### src/rtl/game_pkg.sv
// Shared game definitions for the level sequencer and the enemy-configuration
// logic: the game state encoding seen by the display, the level count, and the
// one-hot level codes driven on Level_Active.
package game_pkg;

    localparam int NUM_LEVELS = 3;

    typedef enum logic [2:0] {
        TITLE      = 3'd0,
        PLAY       = 3'd1,
        DEATH      = 3'd2,
        TRANSITION = 3'd3,
        WIN        = 3'd4
    } game_state_t;

    localparam logic [NUM_LEVELS-1:0] LVL1     = 3'b001;
    localparam logic [NUM_LEVELS-1:0] LVL2     = 3'b010;
    localparam logic [NUM_LEVELS-1:0] LVL3     = 3'b100;
    localparam logic [NUM_LEVELS-1:0] LVL_NONE = 3'b000;

    // Countdowns run from frames-1 down to 0, so a duration of N frames
    // is loaded as N-1 (1..256 frames fits the 8-bit counter).
    function automatic logic [7:0] countdown_load(input int frames);
        return 8'(frames - 1);
    endfunction

endpackage

### src/rtl/level_sequencer_if.sv
// Handshake bundle between the level sequencer and the rest of the game.
//   start, collision, goal_reached : from keyboard / collision / goal detection
//   Level_Active   : one-hot current level to enemy generation (0 = enemies held in reset)
//   player_respawn : one-frame pulse to move the player to the level spawn
//   freeze         : player movement must be ignored
//   deaths         : saturating death count since the last game start
//   game_state     : encoded state for the display
//   timer          : frames remaining in the death / level-complete countdown
// The sequencer uses the slave modport; whatever drives the inputs uses master.
interface level_sequencer_if #(
    parameter int NUM_LEVELS = 3,
    parameter int DEATH_W    = 10
);
    logic                  start;
    logic                  collision;
    logic                  goal_reached;
    logic [NUM_LEVELS-1:0] Level_Active;
    logic                  player_respawn;
    logic                  freeze;
    logic [DEATH_W-1:0]    deaths;
    logic [2:0]            game_state;
    logic [7:0]            timer;

    modport master (
        output start, collision, goal_reached,
        input  Level_Active, player_respawn, freeze, deaths, game_state, timer
    );

    modport slave (
        input  start, collision, goal_reached,
        output Level_Active, player_respawn, freeze, deaths, game_state, timer
    );
endinterface

### src/rtl/frame_countdown.sv
// 8-bit per-frame countdown shared by the death freeze and the level-complete
// screen.
//   clk, rst   : frame clock, async active-high reset
//   load       : load load_value this frame (wins over everything else)
//   enable     : countdown active; when low the counter is forced to 0
//   load_value : starting value (frames - 1)
//   value      : current count
//   zero       : value is 0 (last frame of the countdown)
module frame_countdown (
    input  logic       clk,
    input  logic       rst,
    input  logic       load,
    input  logic       enable,
    input  logic [7:0] load_value,
    output logic [7:0] value,
    output logic       zero
);

    logic [7:0] value_q;
    logic [7:0] value_d;

    // Count stops at 0 rather than wrapping; the owner leaves the counting
    // state on that same frame.
    always_comb begin
        value_d = value_q;
        if (load) begin
            value_d = load_value;
        end else if (!enable) begin
            value_d = 8'd0;
        end else if (value_q != 8'd0) begin
            value_d = value_q - 8'd1;
        end
    end

    always_ff @(posedge clk or posedge rst) begin
        if (rst) begin
            value_q <= 8'd0;
        end else begin
            value_q <= value_d;
        end
    end

    assign value = value_q;
    assign zero  = (value_q == 8'd0);

endmodule

### src/rtl/level_sequencer.sv
// Top-level game controller, one state update per video frame.
// Sequences title -> level 1..NUM_LEVELS -> win screen, freezes and respawns
// the player after a collision, and shows a timed level-complete screen
// between levels.
//   frame_clk : one rising edge per frame
//   Reset     : async active-high reset back to the title screen
//   bus       : game handshake bundle (see level_sequencer_if)
// Every output comes straight from a flop.
module level_sequencer #(
    parameter int NUM_LEVELS        = game_pkg::NUM_LEVELS,
    parameter int DEATH_FRAMES      = 60,
    parameter int TRANSITION_FRAMES = 90,
    parameter int DEATH_W           = 10
) (
    input  logic                frame_clk,
    input  logic                Reset,
    level_sequencer_if.slave    bus
);
    import game_pkg::*;

    localparam int                LVL_W      = (NUM_LEVELS > 1) ? $clog2(NUM_LEVELS) : 1;
    localparam logic [LVL_W-1:0]  LAST_LEVEL = LVL_W'(NUM_LEVELS - 1);
    localparam logic [7:0]        DEATH_LOAD = countdown_load(DEATH_FRAMES);
    localparam logic [7:0]        TRANS_LOAD = countdown_load(TRANSITION_FRAMES);

    game_state_t           state_q, state_d;
    logic [LVL_W-1:0]      level_q, level_d;
    logic [DEATH_W-1:0]    deaths_q, deaths_d;
    logic                  respawn_q, respawn_d;
    logic                  freeze_q, freeze_d;
    logic [NUM_LEVELS-1:0] level_active_q, level_active_d;
    logic                  start_q;
    logic                  start_edge;
    logic                  timer_load;
    logic                  timer_enable;
    logic [7:0]            timer_load_value;
    logic [7:0]            timer_value;
    logic                  timer_zero;

    // Holding the start key must not retrigger, so only a fresh press counts.
    assign start_edge   = bus.start & ~start_q;
    assign timer_enable = (state_q == DEATH) || (state_q == TRANSITION);

    frame_countdown u_countdown (
        .clk        (frame_clk),
        .rst        (Reset),
        .load       (timer_load),
        .enable     (timer_enable),
        .load_value (timer_load_value),
        .value      (timer_value),
        .zero       (timer_zero)
    );

    // Next-state logic. Collision is checked before goal so a death in the
    // end zone never advances the level. Level_Active and freeze are derived
    // from the next state so they land in the same frame as the state change.
    always_comb begin
        state_d          = state_q;
        level_d          = level_q;
        deaths_d         = deaths_q;
        respawn_d        = 1'b0;
        timer_load       = 1'b0;
        timer_load_value = 8'd0;
        level_active_d   = '0;
        freeze_d         = 1'b1;

        case (state_q)
            TITLE: begin
                if (start_edge) begin
                    state_d   = PLAY;
                    level_d   = '0;
                    deaths_d  = '0;
                    respawn_d = 1'b1;
                end
            end
            PLAY: begin
                if (bus.collision) begin
                    state_d          = DEATH;
                    timer_load       = 1'b1;
                    timer_load_value = DEATH_LOAD;
                    if (deaths_q != {DEATH_W{1'b1}}) begin
                        deaths_d = deaths_q + 1'b1;
                    end
                end else if (bus.goal_reached) begin
                    if (level_q >= LAST_LEVEL) begin
                        state_d = WIN;
                    end else begin
                        state_d          = TRANSITION;
                        timer_load       = 1'b1;
                        timer_load_value = TRANS_LOAD;
                    end
                end
            end
            DEATH: begin
                if (timer_zero) begin
                    state_d   = PLAY;
                    respawn_d = 1'b1;
                end
            end
            TRANSITION: begin
                if (timer_zero) begin
                    state_d   = PLAY;
                    level_d   = (level_q >= LAST_LEVEL) ? LAST_LEVEL : level_q + 1'b1;
                    respawn_d = 1'b1;
                end
            end
            WIN: begin
                if (start_edge) begin
                    state_d = TITLE;
                end
            end
            default: begin
                state_d = TITLE;
                level_d = '0;
            end
        endcase

        // Enemies run in PLAY and DEATH only; elsewhere they sit in reset.
        if (((state_d == PLAY) || (state_d == DEATH)) && (level_d <= LAST_LEVEL)) begin
            level_active_d[level_d] = 1'b1;
        end
        freeze_d = (state_d != PLAY);
    end

    always_ff @(posedge frame_clk or posedge Reset) begin
        if (Reset) begin
            state_q        <= TITLE;
            level_q        <= '0;
            deaths_q       <= '0;
            respawn_q      <= 1'b0;
            freeze_q       <= 1'b1;
            level_active_q <= '0;
            start_q        <= 1'b0;
        end else begin
            state_q        <= state_d;
            level_q        <= level_d;
            deaths_q       <= deaths_d;
            respawn_q      <= respawn_d;
            freeze_q       <= freeze_d;
            level_active_q <= level_active_d;
            start_q        <= bus.start;
        end
    end

    assign bus.Level_Active   = level_active_q;
    assign bus.player_respawn = respawn_q;
    assign bus.freeze         = freeze_q;
    assign bus.deaths         = deaths_q;
    assign bus.game_state     = state_q;
    assign bus.timer          = timer_value;

endmodule

### src/flat_wrapper.sv
// flat-port wrapper written by rule: the top's interface ports become plain ports
module level_sequencer_flat import game_pkg::*;
#(
    parameter int NUM_LEVELS        = game_pkg::NUM_LEVELS,
    parameter int DEATH_FRAMES      = 60,
    parameter int TRANSITION_FRAMES = 90,
    parameter int DEATH_W           = 10
)
  (frame_clk, Reset, bus_start, bus_collision, bus_goal_reached, bus_Level_Active, bus_player_respawn, bus_freeze, bus_deaths, bus_game_state, bus_timer);
  level_sequencer_if #(.NUM_LEVELS(NUM_LEVELS), .DEATH_W(DEATH_W)) bus_i ();
  input  logic frame_clk;
  input  logic Reset;
  input wire logic [$bits(bus_i.start)-1:0] bus_start;
  input wire logic [$bits(bus_i.collision)-1:0] bus_collision;
  input wire logic [$bits(bus_i.goal_reached)-1:0] bus_goal_reached;
  output wire logic [$bits(bus_i.Level_Active)-1:0] bus_Level_Active;
  output wire logic [$bits(bus_i.player_respawn)-1:0] bus_player_respawn;
  output wire logic [$bits(bus_i.freeze)-1:0] bus_freeze;
  output wire logic [$bits(bus_i.deaths)-1:0] bus_deaths;
  output wire logic [$bits(bus_i.game_state)-1:0] bus_game_state;
  output wire logic [$bits(bus_i.timer)-1:0] bus_timer;
  assign bus_i.start = bus_start;
  assign bus_i.collision = bus_collision;
  assign bus_i.goal_reached = bus_goal_reached;
  assign bus_Level_Active = bus_i.Level_Active;
  assign bus_player_respawn = bus_i.player_respawn;
  assign bus_freeze = bus_i.freeze;
  assign bus_deaths = bus_i.deaths;
  assign bus_game_state = bus_i.game_state;
  assign bus_timer = bus_i.timer;
  level_sequencer #(.NUM_LEVELS(NUM_LEVELS), .DEATH_FRAMES(DEATH_FRAMES), .TRANSITION_FRAMES(TRANSITION_FRAMES), .DEATH_W(DEATH_W)) u_core (.frame_clk(frame_clk), .Reset(Reset), .bus(bus_i));
endmodule
### config.mk
export PLATFORM = sky130hd
export DESIGN_NAME = level_sequencer_flat
export DESIGN_NICKNAME = d
export VERILOG_FILES = /design/src/rtl/game_pkg.sv /design/src/rtl/level_sequencer_if.sv /design/src/rtl/frame_countdown.sv /design/src/rtl/level_sequencer.sv /design/src/flat_wrapper.sv
export SDC_FILE = /design/constraint.sdc
export NUM_CORES = 1
export LEC_CHECK = 0
export BUFFER_PORTS_ARGS = -buffer_cell sky130_fd_sc_hd__buf_2
export CAP_MARGIN = 20
export CORE_MARGIN = 3
export CORE_UTILIZATION = 50
export CTS_BUF_LIST = sky130_fd_sc_hd__clkbuf_16
export DETAILED_ROUTE_END_ITERATION = 8
export HOLD_SLACK_MARGIN = 0.02
export PLACE_DENSITY = 0.73
export SLEW_MARGIN = 10
export SYNTH_ARGS = -nofsm -noshare
export SYNTH_HDL_FRONTEND = slang
export SYNTH_HIERARCHICAL = 1
export SYNTH_SLANG_ARGS = --single-unit
### constraint.sdc
create_clock -name frame_clk -period 4.4 [get_ports frame_clk]
set_clock_uncertainty 0.05 [all_clocks]
set_input_delay 0.22 -clock frame_clk [delete_from_list [all_inputs] [get_ports frame_clk]]
set_output_delay 0.22 -clock frame_clk [all_outputs]
set_load 0.03 [all_outputs]
======== Yosys cells after proc, flatten, opt, wreduce, memory -nomap -nowiden ========
Cells that the tools add are included.
Widths: inputs -> output; s select.
storage, ports and cells
  output and inout port bits .............. 26
  input bits .............................. 5
  register bits after elaboration ......... 29
  word-level logic and storage cells ...... 72
operators by class
  bitwise logic cells ..................... 2
  add/sub/neg operators ................... 3
  $lt $le $gt $ge ......................... 4
  reduce and logical (&&, ||, !) cells .... 11
  eq/ne operators ......................... 12
  multiplexer cells ....................... 32
operator list
  cell                   number
  $mux 8                 6
  $mux 10                3
  $mux 3                 7
  $pmux 10 s2            1
  $pmux 3 s4             1
  $add 10x1->10 const B  1
  $ne 10x10->1 const B   1
  $eq 3x2->1 const B     3
  $logic_not 8->1        1
  $reduce_bool 8->1      1
  $sub 8x1->8 const B    1
  $mux 1                 7
  $mux 7                 1
  $eq 3x1->1 const B     2
  $mux 2                 3
  $ne 3x1->1 const B     2
  $pmux 2 s3             1
  $ne 2x1->1 const B     2
  $reduce_and 4->1       1
  $eq 3x3->1 const B     1
  $logic_not 3->1        1
  $lt 2x3->1 const B     1
  $reduce_or 3->1        1
  $add 2x1->2 const B    1
  12 further kinds       14

======== Depth between registers and ports, before layout ========
  depth after elaboration ................. 9
  mapped depth ............................ 9
  mapped depth without buffers ............ 9

======== Modules after synthesis ========
The synthesis kept the hierarchy.
by module, submodules not included
  module           times used  seq. area each (µm²)  cells each  area each (µm²)
  level_sequencer  1           526.8                 118         1124.8
  frame_countdown  1           200.2                 53          499.2

======== Worst setup path after synthesis ========
No wires, ideal clock.
  path type ............................... register to register
  start ................................... reg u_core.u_countdown.value_q[0] (netlist: u_core/u_countdown/value[0])
  end ..................................... reg u_core.level_active_q[0] (netlist: u_core/bus.Level_Active[0])
  cell stages (with the launch flop) ...... 9
  required time ........................... 4217 ps
  arrival ................................. 2256 ps
  slack ................................... 1961 ps
  period minus slack after synthesis ...... 2439 ps
  cells stage by stage .................... dfrtp_1 > inv_1 > ha_1 > or3b_2 > nor2_1 > nor2_1 > a211oi_2 > mux2i_1 > nor3_1
on the way
  elaborated cells on any way between the ends .. 16
  those cells by class .................... order compare: 3; eq/ne: 2; mux: 7; reduce/logical: 4
RTL lines
  what                                             line                                           text
  start, declared                                  frame_countdown.sv:19                          logic [7:0] value_q;
  start signal, assigned                           frame_countdown.sv:39                          value_q <= value_d;
  $logic_not 8->1 *                                frame_countdown.sv:44                          assign zero = (value_q == 8'd0);
  via u_core.timer_zero                            level_sequencer.sv:38                          logic timer_zero;
  $mux 3 *                                         level_sequencer.sv:95, level_sequencer.sv:101
  $pmux 3 s4 *                                     level_sequencer.sv:67                          case (state_q)
  via u_core.state_d[0]                            level_sequencer.sv:26                          game_state_t state_q, state_d;
  $eq 3x1->1 / $eq 3x2->1 (equally long branches)  level_sequencer.sv:119                         if (((state_d == PLAY) || (state_d == DEATH)) && (level_d <= LAST_LEVEL)) begin
  $logic_or 1x1->1 *                               level_sequencer.sv:119
  $logic_and 1x1->1 *                              level_sequencer.sv:119
  $mux 3 *                                         level_sequencer.sv:119
  via u_core.level_active_d[0]                     level_sequencer.sv:31                          logic [NUM_LEVELS-1:0] level_active_q, level_active_d;
  end signal, assigned                             level_sequencer.sv:140                         level_active_q <= level_active_d;
  end, declared                                    level_sequencer.sv:31
Mark *: on every way through the listed nets, which the timed path passes. The rest lies on a longest branch.
A chain may end at the register's enable or synchronous reset.

======== Final worst setup path ========
Ends and elaborated chain as after synthesis.

==> results.json <==
{
  "vias": 1367,
  "cts.sinks": 29,
  "rrSetupSlack_ps": 1830,
  "status": "complete, no violations",
  "critPathKind": "reg2reg",
  "routed_wl_um": 3470,
  "synthArstFlopShare_pct": 100,
  "tns_ps": 0,
  "wl_per_cell_um": 14.0,
  "tightest_slew_ps": 778,
  "max_slew_margin_pct": 48.0,
  "reg2reg_depth": 8,
  "synth_area_leaders": "dfrtp_1 43%, nor2_1 4.4%, xnor2_1 3.8%",
  "rsz0062_at_grt": "false",
  "maxCapViolCount": 0,
  "fin_nets": 211,
  "setup.worst_path.end_class": "flop",
  "synth_cells": 171,
  "grt_start_max_net_pins": 22,
  "yosysWarnings": 6,
  "ios": 31,
  "worstReg2RegEnd": "u_core/bus.Level_Active[0]$_DFF_PP0_",
  "cts_setup_buffers": 0,
  "worstHoldPathType": "in2reg",
  "total_power_w": 0.00143,
  "fin_crit_sh_pct": 58.4,
  "synthToLayoutAreaGrowth_pct": 19.1,
  "fin_crit_ps": 2570,
  "ys_types": 53,
  "holdPathStages": 1,
  "cts_resized": 0,
  "grt_pass1_vias": 1350,
  "antenna_found_initial": 0,
  "worstSetupStartpointType": "flop",
  "hold_ws_ps": 48.0,
  "cp.arrival_ps": 2660,
  "die_x_um": 63.0,
  "yosys.area.top_type": "dfrtp_1",
  "cts_tree": "built",
  "maxSlewViolCount": 0,
  "synth_ff_type": "dfrtp_1",
  "initial_core_util_pct": 52.8,
  "cp_max_fo": 8,
  "drive_gt1_share_pct": 22.1,
  "n_antenna_cell": 0,
  "timing.rr.start": "u_core/u_countdown/value[0]$_DFFE_PP0P_",
  "cp.required_ps": 4490,
  "hold_path_end": "u_core/start_q$_DFF_PP0_",
  "fmax_mhz": 389,
  "syn-mean-instance-area_um2": 9.50,
  "min_from": "bus_start",
  "coreArea_mm2": 0.00308,
  "yosysSeqAreaShare_pct": 44.8,
  "final_cell_mix": "30 x buf_2, 28 x dfrtp_1, 19 x nor2_1",
  "vias_per_cell": 5.51,
  "p_leak_nw": 0.907,
  "synth-edff-count": 0,
  "cts_buffer_depth": 2,
  "io_buffers": 30,
  "gp_congestion": 0.824,
  "grt_first_pass_wirelength_um": 6040,
  "holdBufCountCts": 1,
  "grt.overflow.total": 0,
  "root_buffer": "clkbuf_16",
  "dpl.hpwl_um": 2540,
  "drtAntennaViolNets": 0,
  "drc": 0,
  "syn_area_mm2": 0.00162,
  "h-tree-depth": 2,
  "powerDensity_mw_per_mm2": 740,
  "drt_iter0_drc": 64,
  "fp-row-count": 20,
  "synth_top_area_share_pct": 43.1,
  "clkTransAtPathRegs_ps": 50,
  "max-vdd-ir-drop_v": 0.000456,
  "die_h_um": 63.0,
  "synth_seq_cells": 29,
  "clock_latency_ps": 270,
  "final_common_cell": "buf_2",
  "hold_violations": 0,
  "die_area_mm2": 0.00397,
  "setup_violations": 0,
  "grtUsageTotal_pct": 19.3,
  "drt_pass1_iterations": 4,
  "cts_buffers": 5
}
## sequential cells by signal, summed over array words and instances, names as in the netlist
signal	cells
u_core/start_q	1
u_core/u_countdown/value	8
u_core/bus.deaths	10
u_core/level_q	2
u_core/bus.player_respawn	1
u_core/bus.freeze	1
u_core/bus.Level_Active	3
u_core/bus.game_state	3
## worst max-delay path, cell delays in order (launching register included)
cell	delay [ps]
dfrtp_1	400
inv_1	100
ha_1	170
or3b_2	500
nor2_1	420
nor2_1	100
a211oi_2	310
mux2i_1	310
nor3_1	80
## cell type report
type | instances | area (µm²)
Sequential cell | 29 | 727
Multi-Input combinational cell | 123 | 801
Inverter | 13 | 48.8
Clock buffer | 5 | 125
Fill cell | 278 | 1140
Clock inverter | 3 | 17.5
Timing Repair Buffer | 31 | 160
Tap cell | 44 | 55.1
## layer usage
metal	share of wire, %	vias to the layer above	GRT usage (%)
li1	-	669	-
met1	43	661	21.6
met2	50	31	34.7
met3	4.9	6	5.76
met4	1.4	0	6.61
met5	0	-	0
## Yosys cell counts (3+ instances only)
cell type / count
nor2b_1: 3
nor2_1: 19
nand2b_1: 3
nand2_1: 13
buf_6: 3
nor4_1: 4
nor3_1: 4
or3_1: 5
o211ai_1: 3
a32oi_1: 3
inv_1: 13
o21ai_0: 7
dfrtp_1: 28
xnor2_1: 7
nand3_1: 5
ha_1: 3
a21oi_1: 3
## power breakdown
part / internal [W] / switching (W) / leakage (nW) / total, W
logic: 0.000232 / 0.000430 / 0.457 / 0.000663
clock network: 0.000206 / 0.000112 / 0.0696 / 0.000318
registers: 0.000350 / 0.000100 / 0.380 / 0.000450
## cell families (layout without fill, tap and decap cells)
| group | Yosys count | in the layout | share of synthesized area (%) |
|---|---|---|---|
| xor gates and xnor gates | 9 | 9 | 4.85 |
| AOI/OAI and AO/OA | 36 | 36 | 17.0 |
| buffers and inverters | 20 | 52 | 6.16 |
| and+or+nand+nor | 71 | 71 | 23.5 |
| adders and majority gates | 3 | 3 | 2.31 |
| other | 1 | 2 | 0.231 |
| muxes | 2 | 2 | 1.23 |
| DFF | 29 | 29 | 44.8 |
## worst max path at each step
stage                                                       start  cells past startpoint                                   end  slack [ps]
after detailed placement  u_core/u_countdown/value[0]$_DFFE_PP0P_                      8  u_core/bus.Level_Active[0]$_DFF_PP0_        1860
after CTS                 u_core/u_countdown/value[0]$_DFFE_PP0P_                      8  u_core/bus.Level_Active[0]$_DFF_PP0_        1850
after global placement    u_core/u_countdown/value[0]$_DFFE_PP0P_                      8  u_core/bus.Level_Active[0]$_DFF_PP0_        1950
after floorplan           u_core/u_countdown/value[0]$_DFFE_PP0P_                      8  u_core/bus.Level_Active[0]$_DFF_PP0_        1960
after global routing      u_core/u_countdown/value[0]$_DFFE_PP0P_                      8  u_core/bus.Level_Active[2]$_DFF_PP0_        1720
final                     u_core/u_countdown/value[0]$_DFFE_PP0P_                      8  u_core/bus.Level_Active[0]$_DFF_PP0_        1830
## stage by stage
step                      cells  setup slack, ps  util [%]  area, µm²
after CTS                   248             1850      62.8       1930
after global routing        248             1720      62.8       1930
after detailed placement    239             1860      57.9       1780
after global placement      239             1950      57.9       1780
after floorplan             172             1960         -       1630
final                       248             1830      62.8       1930
No activity file was read; power rests on OpenSTA's default activity.
